[src/rtl/srsw_read_streamer_if.sv]
// Command, memory read port and output stream bundle for srsw_read_streamer.
// The out_last flag exists only when SRSW_RSTREAM_LAST_EN is defined.
interface srsw_read_streamer_if #(
    parameter int ADDR_W = 2,
    parameter int DATA_W = 32
);
    logic              cmd_valid;
    logic              cmd_ready;
    logic [ADDR_W-1:0] cmd_addr;
    logic [ADDR_W-1:0] cmd_len;
    logic              mem_ren;
    logic [ADDR_W-1:0] mem_raddr;
    logic [DATA_W-1:0] mem_rdata;
    logic              out_valid;
    logic              out_ready;
    logic [DATA_W-1:0] out_data;
    logic              busy;
`ifdef SRSW_RSTREAM_LAST_EN
    logic              out_last;
`endif

    modport slave (
        input  cmd_valid, cmd_addr, cmd_len, mem_rdata, out_ready,
        output cmd_ready, mem_ren, mem_raddr, out_valid, out_data, busy
`ifdef SRSW_RSTREAM_LAST_EN
        , output out_last
`endif
    );

    modport master (
        output cmd_valid, cmd_addr, cmd_len, mem_rdata, out_ready,
        input  cmd_ready, mem_ren, mem_raddr, out_valid, out_data, busy
`ifdef SRSW_RSTREAM_LAST_EN
        , input out_last
`endif
    );
endinterface

[src/rtl/srsw_read_streamer.sv]
// Burst read sequencer for a 1-cycle-latency memory; SRSW_RSTREAM_LAST_EN adds out_last.
// Latency: command accept to first out_valid is 3 cycles, then one word per cycle.
// Backpressure: 2-entry buffer with credit check on issue; stalls mem_ren, never drops a word.
module srsw_read_streamer #(
    parameter int ADDR_W = 2,
    parameter int DATA_W = 32
) (
    input  logic                 clk,
    input  logic                 rst_n,
    srsw_read_streamer_if.slave  bus
);
    typedef enum logic [1:0] {IDLE, RUN, DRAIN} state_t;

    state_t            state_q, state_d;
    logic [ADDR_W-1:0] addr_q, addr_d;
    logic [ADDR_W-1:0] remain_q, remain_d;
    logic              inflight_q;
    logic [DATA_W-1:0] buf_q [2];
    logic [1:0]        occ_q;
    logic              wr_ptr_q, rd_ptr_q;
    logic              issue, pop, cap, cmd_ready_c, busy_c, credit_ok;
    logic [2:0]        credit_used;

    assign pop         = (occ_q != 2'd0) & bus.out_ready;
    assign cap         = inflight_q;
    assign credit_used = {1'b0, occ_q} + {2'b00, inflight_q};
    // Words already buffered or in flight, less the one leaving now, must leave a free slot.
    assign credit_ok   = credit_used < (3'd2 + {2'b00, pop});

    always_comb begin
        state_d     = state_q;
        addr_d      = addr_q;
        remain_d    = remain_q;
        issue       = 1'b0;
        cmd_ready_c = 1'b0;
        busy_c      = 1'b1;
        case (state_q)
            IDLE: begin
                cmd_ready_c = 1'b1;
                busy_c      = 1'b0;
                if (bus.cmd_valid) begin
                    addr_d   = bus.cmd_addr;
                    remain_d = bus.cmd_len;
                    state_d  = RUN;
                end
            end
            RUN: begin
                if (credit_ok) begin
                    issue    = 1'b1;
                    addr_d   = addr_q + ADDR_W'(1);
                    remain_d = remain_q - ADDR_W'(1);
                    if (remain_q == '0) begin
                        state_d = DRAIN;
                    end
                end
            end
            DRAIN: begin
                if (!inflight_q && ((occ_q == 2'd0) || ((occ_q == 2'd1) && pop))) begin
                    state_d = IDLE;
                end
            end
            default: state_d = IDLE;
        endcase
    end

    always_ff @(posedge clk or negedge rst_n) begin
        if (!rst_n) begin
            state_q    <= IDLE;
            addr_q     <= '0;
            remain_q   <= '0;
            inflight_q <= 1'b0;
        end else begin
            state_q    <= state_d;
            addr_q     <= addr_d;
            remain_q   <= remain_d;
            inflight_q <= issue;
        end
    end

    always_ff @(posedge clk or negedge rst_n) begin
        if (!rst_n) begin
            buf_q[0] <= '0;
            buf_q[1] <= '0;
            occ_q    <= 2'd0;
            wr_ptr_q <= 1'b0;
            rd_ptr_q <= 1'b0;
        end else begin
            if (cap) begin
                buf_q[wr_ptr_q] <= bus.mem_rdata;
                wr_ptr_q        <= ~wr_ptr_q;
            end
            if (pop) begin
                rd_ptr_q <= ~rd_ptr_q;
            end
            case ({cap, pop})
                2'b10:   occ_q <= occ_q + 2'd1;
                2'b01:   occ_q <= occ_q - 2'd1;
                default: occ_q <= occ_q;
            endcase
        end
    end

`ifdef SRSW_RSTREAM_LAST_EN
    logic lbuf_q [2];
    logic last_inflight_q;

    always_ff @(posedge clk or negedge rst_n) begin
        if (!rst_n) begin
            last_inflight_q <= 1'b0;
            lbuf_q[0]       <= 1'b0;
            lbuf_q[1]       <= 1'b0;
        end else begin
            last_inflight_q <= issue & (remain_q == '0);
            if (cap) begin
                lbuf_q[wr_ptr_q] <= last_inflight_q;
            end
        end
    end

    assign bus.out_last = lbuf_q[rd_ptr_q] & (occ_q != 2'd0);
`endif

    assign bus.cmd_ready = cmd_ready_c;
    assign bus.busy      = busy_c;
    assign bus.mem_ren   = issue;
    assign bus.mem_raddr = addr_q;
    assign bus.out_valid = (occ_q != 2'd0);
    assign bus.out_data  = buf_q[rd_ptr_q];
endmodule

[src/flat_wrapper.sv]
// flat-port wrapper written by rule: the top's interface ports become plain ports
module srsw_read_streamer_flat 
#(
    parameter int ADDR_W = 2,
    parameter int DATA_W = 32
)
  (clk, rst_n, bus_cmd_valid, bus_cmd_addr, bus_cmd_len, bus_mem_rdata, bus_out_ready, bus_cmd_ready, bus_mem_ren, bus_mem_raddr, bus_out_valid, bus_out_data, bus_busy);
  srsw_read_streamer_if #(.ADDR_W(ADDR_W), .DATA_W(DATA_W)) bus_i ();
  input  logic clk;
  input  logic rst_n;
  input wire logic [$bits(bus_i.cmd_valid)-1:0] bus_cmd_valid;
  input wire logic [$bits(bus_i.cmd_addr)-1:0] bus_cmd_addr;
  input wire logic [$bits(bus_i.cmd_len)-1:0] bus_cmd_len;
  input wire logic [$bits(bus_i.mem_rdata)-1:0] bus_mem_rdata;
  input wire logic [$bits(bus_i.out_ready)-1:0] bus_out_ready;
  output wire logic [$bits(bus_i.cmd_ready)-1:0] bus_cmd_ready;
  output wire logic [$bits(bus_i.mem_ren)-1:0] bus_mem_ren;
  output wire logic [$bits(bus_i.mem_raddr)-1:0] bus_mem_raddr;
  output wire logic [$bits(bus_i.out_valid)-1:0] bus_out_valid;
  output wire logic [$bits(bus_i.out_data)-1:0] bus_out_data;
  output wire logic [$bits(bus_i.busy)-1:0] bus_busy;
  assign bus_i.cmd_valid = bus_cmd_valid;
  assign bus_i.cmd_addr = bus_cmd_addr;
  assign bus_i.cmd_len = bus_cmd_len;
  assign bus_i.mem_rdata = bus_mem_rdata;
  assign bus_i.out_ready = bus_out_ready;
  assign bus_cmd_ready = bus_i.cmd_ready;
  assign bus_mem_ren = bus_i.mem_ren;
  assign bus_mem_raddr = bus_i.mem_raddr;
  assign bus_out_valid = bus_i.out_valid;
  assign bus_out_data = bus_i.out_data;
  assign bus_busy = bus_i.busy;
  srsw_read_streamer #(.ADDR_W(ADDR_W), .DATA_W(DATA_W)) u_core (.clk(clk), .rst_n(rst_n), .bus(bus_i));
endmodule
[config.mk]
export PLATFORM = sky130hd
export DESIGN_NAME = srsw_read_streamer_flat
export DESIGN_NICKNAME = d
export VERILOG_FILES = /design/src/rtl/srsw_read_streamer_if.sv /design/src/rtl/srsw_read_streamer.sv /design/src/flat_wrapper.sv
export SDC_FILE = /design/constraint.sdc
export NUM_CORES = 1
export LEC_CHECK = 0
export ABC_AREA = 1
export BUFFER_PORTS_ARGS = -buffer_cell sky130_fd_sc_hd__buf_2
export CAP_MARGIN = 20
export CORE_AREA = 2 2 82 84
export CTS_BUF_LIST = sky130_fd_sc_hd__clkbuf_2 sky130_fd_sc_hd__clkbuf_4 sky130_fd_sc_hd__clkbuf_8
export DETAILED_ROUTE_END_ITERATION = 7
export DIE_AREA = 0 0 84 86
export PLACE_DENSITY = 0.83
export REMOVE_ABC_BUFFERS = 1
export SKIP_CTS_REPAIR_TIMING = 1
export SYNTH_ARGS = -nofsm -noshare
export SYNTH_HDL_FRONTEND = slang
export SYNTH_SLANG_ARGS = --single-unit
[constraint.sdc]
create_clock -name clk -period 1.6 [get_ports clk]
set_clock_uncertainty 0.05 [all_clocks]
set_input_delay 0.24 -clock clk [delete_from_list [all_inputs] [get_ports clk]]
set_output_delay 0.24 -clock clk [all_outputs]
set_load 0.03 [all_outputs]
-- Word-level counts from Yosys, hierarchy flattened
Cells that the tools add are included.
- $add $sub $neg: 6
- order comparisons: 4
- equal/unequal tests: 9
- muxes and demuxes: 22
- bitwise operators: 5
- reduce and logical (&&, ||, !) cells: 13
- operators with widths (operator ; number):
    $mux W32 ; 4
    $bwmux W64 ; 1
    $demux W32 S1 ; 1
    $mux W2 ; 8
    $pmux W2 S2 ; 3
    $eq A2 B1 Y1 const B ; 3
    $logic_not A2 Y1 ; 3
    $ne A2 B1 Y1 const B ; 3
    $pmux W2 S3 ; 1
    $reduce_bool A2 Y1 ; 3
    $add A2 B1 Y2 const B ; 2
    $eq A2 B2 Y1 const B ; 2
    $ge A2 B2 Y1 const B ; 2
    $mux W1 ; 4
    $not A1 Y2 ; 2
    $reduce_and A4 Y1 ; 1
    $sub A2 B1 Y2 const B ; 2
    $add A2 B1 Y3 ; 1
    $add A2 B1 Y3 const A ; 1
    $logic_and A1 B1 Y1 ; 3
    $lt A3 B3 Y1 ; 1
    $reduce_and A3 Y1 ; 1
    $lt A2 B1 Y1 const B ; 1
    $ne A2 B2 Y1 const B ; 1
    4 further kinds ; 5
- register bits after elaboration: 75

-- Depth between registers and ports, before layout
Gate-level depths: netlist of run 1.
- depth after elaboration: 7
- mapped depth: 9

-- Worst setup path before layout of run 1
OpenSTA, ideal clock, no wires.
- path kind: register to output
- start: reg u_core.occ_q[0]
- end: out bus_mem_ren
- arrival time: 1452 ps
- required time: 1310 ps
- path slack: -142 ps
- stages on the path, launching flop included: 8
- buffers on the path: 0
- cells stage by stage: dfrtp_1 -> inv_1 -> ha_1 -> inv_1 -> nand3_1 -> nand2_1 -> nand3_1 -> inv_1
- word-level cells in the longest chain between the ends: 6
- elaborated cells between the ends (all ways): 7
- RTL lines (element ; RTL line ; text):
    start: declaration ; srsw_read_streamer.sv:19 ; logic [1:0] occ_q;
    start signal: assignment ; srsw_read_streamer.sv:96 ; 2'b10: occ_q <= occ_q + 2'd1;
    start signal: assignment ; srsw_read_streamer.sv:97 ; 2'b01: occ_q <= occ_q - 2'd1;
    start signal: assignment ; srsw_read_streamer.sv:98 ; default: occ_q <= occ_q;
    $reduce_bool A2 Y1 ; n/a ;
    named net bus_out_valid ; flat_wrapper.sv:19 ; output wire logic [$bits(bus_i.out_valid)-1:0] bus_out_valid;
    $and A1 B1 Y1 ; srsw_read_streamer.sv:24 ; assign pop = (occ_q != 2'd0) & bus.out_ready;
    $add A2 B1 Y3 ; srsw_read_streamer.sv:28 ; assign credit_ok = credit_used < (3'd2 + {2'b00, pop});
    $lt A3 B3 Y1 ; srsw_read_streamer.sv:28 ;
    $mux W1 ; srsw_read_streamer.sv:48 ; if (credit_ok) begin
    $mux W1 ; srsw_read_streamer.sv:37 ; case (state_q)
    end: declaration ; flat_wrapper.sv:17 ; output wire logic [$bits(bus_i.mem_ren)-1:0] bus_mem_ren;
The timed path passes the listed nets, and every way through them passes these cells.

-- Final worst setup path of run 1
- start: reg u_core.occ_q[0]
- end: out bus_mem_ren
- word-level cells in the longest chain between the ends: 6
- elaborated cells between the ends (all ways): 7
- RTL lines (element ; RTL line):
    $reduce_bool A2 Y1 ; srsw_read_streamer.sv:24
    $and A1 B1 Y1 ; srsw_read_streamer.sv:24
    $add A2 B1 Y3 ; srsw_read_streamer.sv:28
    $lt A3 B3 Y1 (*) ; srsw_read_streamer.sv:28
    $mux W1 (*) ; srsw_read_streamer.sv:48
    $mux W1 (*) ; srsw_read_streamer.sv:37
Mark *: on every way between the ends. The rest lies on a longest branch, timed or not.

==> impl_metrics.csv, run 1 <==
group,metric,value,unit
outcome,status,"complete, but fails checks",
outcome,violations,"negative setup slack",
global_routing,gr-total-overflow,0,
pwr,clkPwrFrac,13.1,%
timing,hold_viol,0,
place,dpl-instance-area,3980,µm²
place,hpwlAfterDp,4850,µm
synth,ys_top_cells_by_count,"nand2_1 (182), dfrtp_1 (75), inv_1 (44)",
drt,final_antenna_net_count,0,
timing,final_critical_path_setup_slack,-218,ps
synth,synth_edf_count,0,
drt,drc,0,
floorplan,fp-row-count,29,
cts,worst_skew_pair.late_latency,350,ps
timing,final_hold_slack,94.4,ps
pwr,sw_frac_of_total,45.2,%
global_routing,antenna_found_initial,0,
floorplan,die_area,7220,µm²
cts,clk_transition_reported_paths,70,ps
pwr,net-switching-power,5.66,mW
place,count_of_input_and_output_buffers,77,
synth,post-synth-top-count-cell,"nand2_1",
pwr,max_vdd_drop,1760,µV
critical_path,startpoint_of_the_most_critical_setup_path,"u_core.occ_q[0]$_DFFE_PN0P_",
worst_hold_path,hp-class,"primary input to flip-flop",
synth,ys_async_sr_fraction,100,%
final_layout,fillers,399,
timing,min_period,1820,ps
timing,slew_at_the_pin_closest_to_its_max_slew_limit,393,ps
pwr,power_frac_seq,28.8,%
timing,finalCritPeriodShare,114,%
timing,setup_viol_count_final,32,
critical_path,timing.critical_path.required,1310,ps
floorplan,initial_utilization,55.4,%
timing,slew_headroom,73.8,%
pwr,combinationalPowerShare,58.1,%
cts,cts_root_buffer,"clkbuf_8",
synth,synth-main-ff-cell,"dfrtp_1",
synth,ys_types,20,
drt,via_per_inst,5.11,
synth,ys_seq_area_share,54.0,%
floorplan,fp.coreArea,6280,µm²
critical_path,cp.arrival,1530,ps
drt,route.vias.total,3000,
cts,max-clock-path-buffers,2,
final_layout,final_cell_area,4890,µm²
synth,syn_area,3480,µm²
critical_path,crit-reg2reg-launch,"u_core.occ_q[0]$_DFFE_PN0P_",
cts,h-tree-depth,3,
timing,maxSlewViolCount,0,
drt,wl,8400,µm
global_routing,grt_max_degree,65,
place,place_congestion,0.749,
synth,synth.area.top_cells,"dfrtp_1 (54%), nand2_1 (20%), o21ai_2 (5.8%), o21ai_0 (5.8%), inv_1 (4.7%)",
critical_path,cp_startpoint_kind,"flip-flop",
pwr,cell_internal_pwr,6.86,mW
final_layout,share_of_post_route_cells_with_drive_strength_above_1,42.2,%
global_routing,groute.usage.overall,21.1,%
timing,clock.fmax,0.550,GHz
final_layout,fin_nets,551,
floorplan,floorplan.die.width,84,µm
final_layout,multiInputGateArea,1660,µm²
job,max_cap_viol_count,0,
pwr,power.leakage,2.68,nW
synth,post_synth_inst_count,418,
drt,drt_iter0_markers,168,
synth,synth.yosys.warnings,0,
synth,avgSynthCellArea,8.32,µm²
global_routing,wire_length_of_the_first_global_routing_pass,12200,µm
final_layout,antenna-diode-count,0,
floorplan,io-pin-count,78,
timing,rsz0062_at_grt,"yes",
synth,yosysTopAreaCell,"dfrtp_1",
final_layout,syn_to_final_growth,40.5,%
synth,synth-seq-cells,75,
critical_path,crit_path_max_fanout,3,
pwr,p_per_area,2560,nW/µm²
synth,post_synth_top_area_share,54.0,%
worst_hold_path,hp-start,"bus_mem_rdata[24]",
drt,first_pass_iters,4,
cts,cts_tree,"done",
timing,fin_tns_setup,-1050,ps
cts,numClockSinks,75,
final_layout,utilization,77.9,%
final_layout,register_area,1880,µm²
critical_path,critPathCaptureType,"output port",
cts,cts_buffers,9,
critical_path,setup.worst_path.class,"flip-flop to output port",
drt,post_drt_wl_per_cell,14.3,µm
floorplan,die_height,86,µm
global_routing,grt_pass1_vias,2658,
[critical path, stage by stage, from the launching register on]
cell	delay (ps)
dfrtp_1	410
ha_2	220
ha_4	260
nand2_2	50
nand3_2	80
inv_2	40
buf_6	130
[cell usage in the layout (no fill, tap or decap), types with 2 or more instances in the layout]
| master | n |
|---|---|
| buf_12 | 5 |
| buf_2 | 43 |
| buf_4 | 10 |
| buf_6 | 34 |
| bufinv_16 | 2 |
| clkbuf_16 | 2 |
| clkbuf_8 | 11 |
| dfrtp_1 | 74 |
| ha_1 | 3 |
| ha_2 | 2 |
| inv_1 | 41 |
| inv_2 | 4 |
| nand2_1 | 115 |
| nand2_2 | 37 |
| nand2_4 | 31 |
| nand3_1 | 5 |
| nand3_2 | 2 |
| nor2_1 | 2 |
| o21ai_0 | 40 |
| o21ai_1 | 9 |
| o21ai_2 | 23 |
| or2_2 | 2 |
| xnor2_1 | 3 |
[layer usage]
metal / global-route usage [%] / up-vias / part of all wire, % / wire length [µm]
li1: - / 1469 / - / -
met1: 29.4 / 1431 / 42 / 3540
met2: 32.4 / 85 / 52 / 4350
met3: 5.49 / 15 / 4.3 / 364
met4: 7.48 / 0 / 1.7 / 146
met5: 0 / - / 0 / 0
[kinds of logic (layout without fill, tap and decap cells)]
kind of cell	Yosys count	in the layout	share of synthesized area [%]
AOI/OAI and AO/OA	73	73	13.0
xor gates and xnor gates	4	4	1.01
DFF	75	75	54.0
and+or+nand+nor	194	194	21.4
buffers and inverters	66	158	8.49
adders and majority gates	6	6	2.16
[path summary, 6_finish.rpt]
| path | endpoint | slack [ps] | depth (start not counted) |
|---|---|---|---|
| worst max-delay path | bus_mem_ren | -220 | 6 |
| worst max register to register | u_core.bus.mem_raddr[0]$_DFFE_PN0P_ | 100 | 8 |
| max in group asynchronous | u_core.rd_ptr_q$_DFFE_PN0P_ | 630 | 3 |
| worst min-delay path | u_core.buf_q[56]$_DFFE_PN0P_ | 90 | 3 |
| min in group asynchronous | u_core.buf_q[62]$_DFFE_PN0P_ | 310 | 2 |
| worst min register to register | u_core.buf_q[26]$_DFFE_PN0P_ | 440 | 2 |
[sequential cells by signal (all words and copies together), names as in the netlist]
name                  cells
u_core.buf_q             64
u_core.bus.mem_raddr      2
u_core.occ_q              2
u_core.remain_q           2
u_core.state_q            2
u_core.cap                1
u_core.rd_ptr_q           1
u_core.wr_ptr_q           1
[metrics by stage]
stage | instances | setup slack (ps) | total power [mW]
final | 587 | -218 | 12.5
after global routing | 587 | -259 | 13.3
after CTS | 580 | -374 | 10.3
after detailed placement | 564 | -2.34 | 8.69
after global placement | 564 | 70.0 | 8.47
after floorplan | 398 | -655 | 6.99
[power groups by stage]
| stage | sequential [mW] | clock (mW) | combinational, mW |
|---|---|---|---|
| after floorplan | 3.39 | 0 | 3.60 |
| after global placement | 3.32 | 0 | 5.15 |
| after detailed placement | 3.38 | 0 | 5.31 |
| after CTS | 3.36 | 1.66 | 5.32 |
| after global routing | 3.70 | 1.75 | 7.88 |
| final | 3.60 | 1.64 | 7.28 |
[cell type report]
type	instances	area share (%)
Tap cell	77	1.97
Inverter	46	3.63
Clock inverter	4	1.48
Clock buffer	12	3.25
Sequential cell	75	38.4
Timing Repair Buffer	96	17.4
Multi-Input combinational cell	277	33.9
Power figures use the tool's default switching activity.
==> run 2: changes to the inputs <==
--- a/config.mk
+++ b/config.mk
@@ -8,11 +8,11 @@
 export ABC_AREA = 1
 export BUFFER_PORTS_ARGS = -buffer_cell sky130_fd_sc_hd__buf_2
 export CAP_MARGIN = 20
-export CORE_AREA = 2 2 82 84
+export CORE_AREA = 2 2 91 93
 export CTS_BUF_LIST = sky130_fd_sc_hd__clkbuf_2 sky130_fd_sc_hd__clkbuf_4 sky130_fd_sc_hd__clkbuf_8
 export DETAILED_ROUTE_END_ITERATION = 7
-export DIE_AREA = 0 0 84 86
-export PLACE_DENSITY = 0.83
+export DIE_AREA = 0 0 93 95
+export PLACE_DENSITY = 0.7
 export REMOVE_ABC_BUFFERS = 1
 export SKIP_CTS_REPAIR_TIMING = 1
 export SYNTH_ARGS = -nofsm -noshare
==> constraint.sdc (replaced) <==
create_clock -name clk -period 1.6 [get_ports clk]
set_clock_uncertainty 0.05 [all_clocks]
set_input_delay 0 -clock clk [delete_from_list [all_inputs] [get_ports clk]]
set_output_delay 0 -clock clk [all_outputs]
set_load 0.03 [all_outputs]
==> run 2 against run 1 <==
Net effect: the flow now finishes without violations; maximum frequency rose by 15%; via count rose by 0.67%; critical path depth rose by 1; sequential share of layout area rose by 2.0 points; global-route usage fell by 4.0 points; register-to-register slack got worse by 50 ps.
==> impl_metrics.csv, run 2 (synthesis results as in run 1) <==
group,metric,value,unit
outcome,status,"finished clean",
pwr,cell_internal_pwr,5.43,mW
global_routing,grt_pass1_vias,2716,
pwr,clkPwrFrac,13.0,%
timing,final_hold_slack,108,ps
cts,numClockSinks,75,
cts,max-clock-path-buffers,2,
drt,wl,7580,µm
critical_path,cp.arrival,1530,ps
timing,clock.fmax,0.631,GHz
worst_hold_path,hp-class,"primary input to asynchronous set/reset pin",
floorplan,floorplan.die.width,93,µm
final_layout,layout.cells.most_common,"nand2_1",
place,hpwlAfterDp,4730,µm
pwr,sw_frac_of_total,46.9,%
floorplan,io-pin-count,78,
pwr,max_vdd_drop,1330,µV
critical_path,setup.worst_path.class,"flip-flop to output port",
floorplan,die_area,8840,µm²
global_routing,grt_max_degree,65,
final_layout,layoutNonFillerInstCount,648,
pwr,total_power,10.2,mW
pwr,power.leakage,2.55,nW
pwr,p_per_area,2200,nW/µm²
job,max_cap_viol_count,0,
final_layout,share_of_post_route_cells_with_drive_strength_above_1,26.7,%
place,dp_cells,590,
drt,via_per_inst,4.66,
global_routing,gr-total-overflow,0,
timing,setup_viol_count_final,0,
final_layout,syn_to_final_growth,33.7,%
critical_path,cp_startpoint_kind,"flip-flop",
pwr,combinationalPowerShare,54.0,%
critical_path,timing.critical_path.required,1550,ps
timing,min_period,1580,ps
place,place_congestion,0.775,
floorplan,fp.coreArea,7930,µm²
final_layout,fillers,745,
cts,cts_root_buffer,"clkbuf_8",
floorplan,initial_utilization,43.9,%
timing,slew_at_the_pin_closest_to_its_max_slew_limit,502,ps
drt,final_antenna_net_count,0,
cts,cts_tree,"done",
timing,finalCritPeriodShare,99.0,%
global_routing,antenna_found_initial,0,
final_layout,flip_flop_count_of_the_largest_register_all_copies_and_words_added,64,
timing,fin_tns_setup,0,ps
cts,cts_buffers,9,
floorplan,fp-row-count,33,
critical_path,reg2reg_to,"u_core.remain_q[0]$_DFFE_PN0P_",
final_layout,multiInputGateArea,1360,µm²
final_layout,utilization,58.7,%
final_layout,max_flop_register,"u_core.buf_q",
critical_path,rrSetupSlack,50,ps
pwr,net-switching-power,4.79,mW
drt,drc,0,
pwr,power_frac_seq,33.0,%
final_layout,fin_nets,584,
drt,drt_iter0_markers,135,
drt,first_pass_iters,5,
floorplan,die_height,95,µm
critical_path,critPathCaptureType,"output port",
global_routing,wire_length_of_the_first_global_routing_pass,11900,µm
critical_path,crit_path_max_fanout,4,
timing,rsz0062_at_grt,"yes",
drt,route.vias.total,3020,
cts,clk_transition_reported_paths,70,ps
timing,slew_headroom,66.6,%
drt,post_drt_wl_per_cell,11.7,µm
critical_path,reg2regPathDepth,8,
timing,hold_viol,0,
critical_path,crit-reg2reg-launch,"u_core.occ_q[0]$_DFFE_PN0P_",
final_layout,antenna-diode-count,0,
timing,maxSlewViolCount,0,
cts,worst_skew_pair.late_latency,330,ps
final_layout,highest_count_cells_in_the_layout_ignoring_fill_and_taps,"nand2_1 (180), buf_2 (75), dfrtp_1 (74)",
global_routing,groute.usage.overall,17.1,%
place,count_of_input_and_output_buffers,77,
cts,h-tree-depth,3,
final_layout,register_area,1880,µm²
-- run 2: changes by cell type in the layout (fill, tap and decap cells not counted), sizes merged --
cell,previous run,this run
bufinv,2,0
buf,93,90
clkinvlp,1,0
dlygate4sd3,1,39
clkinv,2,3
-- run 2: worst max path at each step --
stage | startpoint | to | slack [ps] | cells after the start
2_1_floorplan | u_core.cap$_DFF_PN0_ | u_core.buf_q[32]$_DFFE_PN0P_ | -650 | 4
3_3_place_gp | u_core.occ_q[0]$_DFFE_PN0P_ | u_core.bus.mem_raddr[1]$_DFFE_PN0P_ | 70 | 7
3_5_place_dp | u_core.occ_q[0]$_DFFE_PN0P_ | u_core.remain_q[1]$_DFFE_PN0P_ | 10 | 7
4_1_cts | u_core.occ_q[0]$_DFFE_PN0P_ | bus_mem_ren | -320 | 6
5_1_grt | u_core.occ_q[0]$_DFFE_PN0P_ | bus_mem_ren | -50 | 7
6_report | u_core.occ_q[0]$_DFFE_PN0P_ | bus_mem_ren | 20 | 7
-- run 2: metal layers --
layer	GRT usage (%)	share of wire, %	wire, µm	vias to the layer above
met4	6.62	1.6	119	0
met5	0	0	0	-
met2	29.5	48	3670	75
met1	20.4	45	3380	1408
li1	-	-	-	1524
met3	4.55	5.4	406	13
-- run 2: power groups by stage --
stage | registers, mW | clock network (mW) | logic [mW]
after floorplan | 3.39 | 0 | 3.60
after global routing | 3.50 | 1.45 | 6.12
final | 3.37 | 1.33 | 5.52
after detailed placement | 3.37 | 0 | 5.22
after CTS | 3.34 | 1.38 | 5.23
after global placement | 3.34 | 0 | 5.10
-- run 2: critical path, stage by stage (launching register included) --
cell and delay [ps]:
dfrtp_2 460, ha_4 250, inv_2 50, nand3_2 90
nand2_4 90, nand3_4 60, inv_2 70, buf_6 120
-- run 2: area by class of cell --
class / count / share of cell area, %
Multi-Input combinational cell: 277 / 29.3
Inverter: 46 / 3.71
Clock inverter: 2 / 0.215
Clock buffer: 14 / 3.74
Sequential cell: 75 / 40.4
Tap cell: 105 / 2.82
Timing Repair Buffer: 129 / 19.9
-- run 2: stage by stage --
step / area (µm²) / setup slack, ps
2_1_floorplan: 3360 / -655
3_3_place_gp: 3990 / 68.6
3_5_place_dp: 3990 / 10.8
4_1_cts: 4170 / -324
5_1_grt: 4650 / -52.2
6_report: 4650 / 15.5
==> run 3: changes to the inputs <==
--- a/config.mk
+++ b/config.mk
@@ -5,13 +5,13 @@
 export SDC_FILE = /design/constraint.sdc
 export NUM_CORES = 1
 export LEC_CHECK = 0
-export ABC_AREA = 1
 export BUFFER_PORTS_ARGS = -buffer_cell sky130_fd_sc_hd__buf_2
 export CAP_MARGIN = 20
-export CORE_AREA = 2 2 91 93
+export CORE_AREA = 2 2 90 92
 export CTS_BUF_LIST = sky130_fd_sc_hd__clkbuf_2 sky130_fd_sc_hd__clkbuf_4 sky130_fd_sc_hd__clkbuf_8
 export DETAILED_ROUTE_END_ITERATION = 7
-export DIE_AREA = 0 0 93 95
+export DIE_AREA = 0 0 92 94
+export HOLD_SLACK_MARGIN = 0.08
 export PLACE_DENSITY = 0.7
 export REMOVE_ABC_BUFFERS = 1
 export SKIP_CTS_REPAIR_TIMING = 1
==> constraint.sdc (replaced) <==
create_clock -name clk -period 2.04 [get_ports clk]
set_clock_uncertainty 0.05 [all_clocks]
set_input_delay 0 -clock clk [delete_from_list [all_inputs] [get_ports clk]]
set_output_delay 0 -clock clk [all_outputs]
set_load 0.03 [all_outputs]
==> run 3 against run 2 <==
Net effect: clock-buffer cell count down 2; combinational power down 20%; register-to-register slack better by 230 ps; sequential cell count did not move; critical endpoint unchanged; critical path type unchanged; first-iteration DRC count fell by 73%; final area shrank 1.7%; die area down 2.1%; largest cell class unchanged; worst hold slack improved by 200 ps; final cell count decreased by 28%.
==> impl_metrics.csv, run 3 <==
group,metric,value,unit
outcome,status,"finished clean",
synth,synth_edf_count,0,
synth,ys_types,33,
final_layout,register_area,1880,µm²
critical_path,crit-reg2reg-launch,"u_core.occ_q[0]$_DFFE_PN0P_",
pwr,sw_frac_of_total,41.6,%
synth,syn_area,3400,µm²
drt,via_per_inst,4.88,
timing,final_critical_path_setup_slack,127,ps
place,dpl-instance-area,3910,µm²
critical_path,cp.arrival,1860,ps
critical_path,cp_startpoint_kind,"flip-flop",
pwr,net-switching-power,3.41,mW
cts,cts_tree,"done",
global_routing,groute.usage.overall,16.0,%
timing,min_period,1910,ps
synth,ys_top_cells_by_count,"dfrtp_1 (75), mux2_1 (64), mux2_2 (32)",
place,placement.setup.worst_slack,248,ps
synth,ys_async_sr_fraction,100,%
final_layout,antenna-diode-count,0,
cts,cts_root_buffer,"clkbuf_8",
floorplan,fp-row-count,32,
pwr,cell_internal_pwr,4.80,mW
final_layout,max_flop_register,"u_core.buf_q",
floorplan,floorplan.die.width,92,µm
synth,avgSynthCellArea,14.6,µm²
timing,slew_headroom,38.9,%
drt,first_pass_iters,4,
drt,route.vias.total,2286,
pwr,total_power,8.22,mW
synth,post-synth-top-count-cell,"dfrtp_1",
cts,cts_buffers,9,
synth,yosysTopAreaCell,"dfrtp_1",
place,hpwlAfterDp,4470,µm
timing,hold_viol,0,
pwr,power_frac_seq,32.3,%
cts,max-clock-path-buffers,2,
drt,wl,6760,µm
critical_path,critPathCaptureType,"output port",
cts,numClockSinks,75,
critical_path,crit_path_max_fanout,4,
timing,maxSlewViolCount,0,
critical_path,timing.critical_path.required,1990,ps
final_layout,highest_count_cells_in_the_layout_ignoring_fill_and_taps,"buf_2 (75), dfrtp_1 (75), mux2_1 (64)",
pwr,combinationalPowerShare,53.4,%
timing,clock.fmax,0.523,GHz
cts,h-tree-depth,3,
timing,finalCritPeriodShare,93.8,%
final_layout,flip_flop_count_of_the_largest_register_all_copies_and_words_added,64,
final_layout,syn_to_final_growth,34.3,%
drt,post_drt_wl_per_cell,14.4,µm
final_layout,share_of_post_route_cells_with_drive_strength_above_1,39.3,%
pwr,p_per_area,1800,nW/µm²
critical_path,reg2regPathDepth,6,
critical_path,rrSetupSlack,280,ps
place,place_congestion,0.782,
cts,worst_skew_pair.late_latency,330,ps
drt,drc,0,
timing,setup_viol_count_final,0,
floorplan,die_height,94,µm
synth,post_synth_top_area_share,55.1,%
critical_path,reg2reg_to,"u_core.bus.mem_raddr[0]$_DFFE_PN0P_",
floorplan,fp.coreArea,7610,µm²
cts,clk_transition_reported_paths,70,ps
job,max_cap_viol_count,0,
drt,final_antenna_net_count,0,
final_layout,fillers,601,
final_layout,multiInputGateArea,1450,µm²
place,count_of_input_and_output_buffers,77,
global_routing,antenna_found_initial,0,
worst_hold_path,hp-class,"primary input to asynchronous set/reset pin",
synth,synth.yosys.warnings,0,
floorplan,initial_utilization,44.7,%
global_routing,grt_max_degree,76,
global_routing,wire_length_of_the_first_global_routing_pass,10800,µm
synth,synth-seq-cells,75,
critical_path,setup.worst_path.class,"flip-flop to output port",
global_routing,grt_pass1_vias,2322,
timing,slew_at_the_pin_closest_to_its_max_slew_limit,917,ps
synth,synth.area.top_cells,"dfrtp_1 (55%), mux2_1 (21%), mux2_2 (11%), ha_1 (2.2%), o211ai_1 (1.1%)",
final_layout,fin_nets,407,
synth,ys_seq_area_share,55.1,%
pwr,power.leakage,2.08,nW
global_routing,gr-total-overflow,0,
final_layout,final_cell_area,4570,µm²
pwr,clkPwrFrac,14.3,%
floorplan,io-pin-count,78,
drt,drt_iter0_markers,37,
pwr,max_vdd_drop,956,µV
timing,final_hold_slack,306,ps
floorplan,die_area,8650,µm²
synth,post_synth_inst_count,233,
synth,synth-main-ff-cell,"dfrtp_1",
-- run 3: cell types whose count changed after synthesis, sizes merged, moves of 2 or more --
cell / delta
o211ai: +5
inv: -36
nor2: +3
nand2: -181
and2b: +2
o21ai: -69
mux2: +96
nand3: -5
clkbuf: -11
-- run 3: worst max path at each step --
stage	from	to	slack, ps	depth (start not counted)
final	u_core.occ_q[0]$_DFFE_PN0P_	bus_mem_ren	130	6
after global routing	u_core.occ_q[0]$_DFFE_PN0P_	bus_mem_ren	-10	6
after CTS	u_core.cap$_DFF_PN0_	bus_mem_ren	-130	6
after detailed placement	u_core.cap$_DFF_PN0_	u_core.remain_q[1]$_DFFE_PN0P_	250	5
after global placement	u_core.cap$_DFF_PN0_	u_core.remain_q[1]$_DFFE_PN0P_	280	5
after floorplan	u_core.cap$_DFF_PN0_	u_core.buf_q[32]$_DFFE_PN0P_	140	3
-- run 3: worst max-delay path, cell delays in order (launching register included) --
cell and delay [ps]:
dfrtp_1 420, ha_1 200, ha_2 200, nor4b_4 320, o21ai_2 110, inv_1 110, buf_4 170
-- run 3: logic make-up after synthesis --
family	after synthesis	share of synthesized area, %
AO/OA/AOI/OAI	18	4.26
adder cells (fa/ha/maj)	6	2.21
buffers and inverters	19	2.65
flip-flops	75	55.1
multiplexers	96	31.8
AND/OR/NAND/NOR	15	2.94
XOR/XNOR	4	1.03
-- run 3: power by group through the flow --
stage | Sequential, mW | Combinational, mW | Clock, mW
after floorplan | 2.67 | 3.13 | 0
after global placement | 2.63 | 4.21 | 0
after detailed placement | 2.68 | 4.29 | 0
after CTS | 2.65 | 4.31 | 1.22
after global routing | 2.75 | 4.74 | 1.29
final | 2.66 | 4.39 | 1.17
-- run 3: layer usage --
metal	global-route usage, %	vias to the layer above	share of wire [%]
li1	-	1087	-
met1	20.0	1128	46
met2	26.9	64	49
met3	3.45	7	4.4
met4	7.21	0	0.75
met5	0	-	0
-- run 3: layout make-up --
class	count	share of cell area, %
Sequential cell	75	41.1
Multi-Input combinational cell	139	31.7
Timing Repair Buffer	127	19.0
Clock buffer	12	3.61
Tap cell	102	2.79
Clock inverter	4	1.04
Inverter	9	0.739
-- run 3: metrics by stage --
stage | TNS [ps] | std cells | utilization, %
final | 0 | 468 | 60.1
after global routing | -13.4 | 468 | 60.1
after CTS | -130 | 424 | 54.2
after detailed placement | 0 | 408 | 51.4
after global placement | 0 | 408 | 51.4
after floorplan | 0 | 223 | -
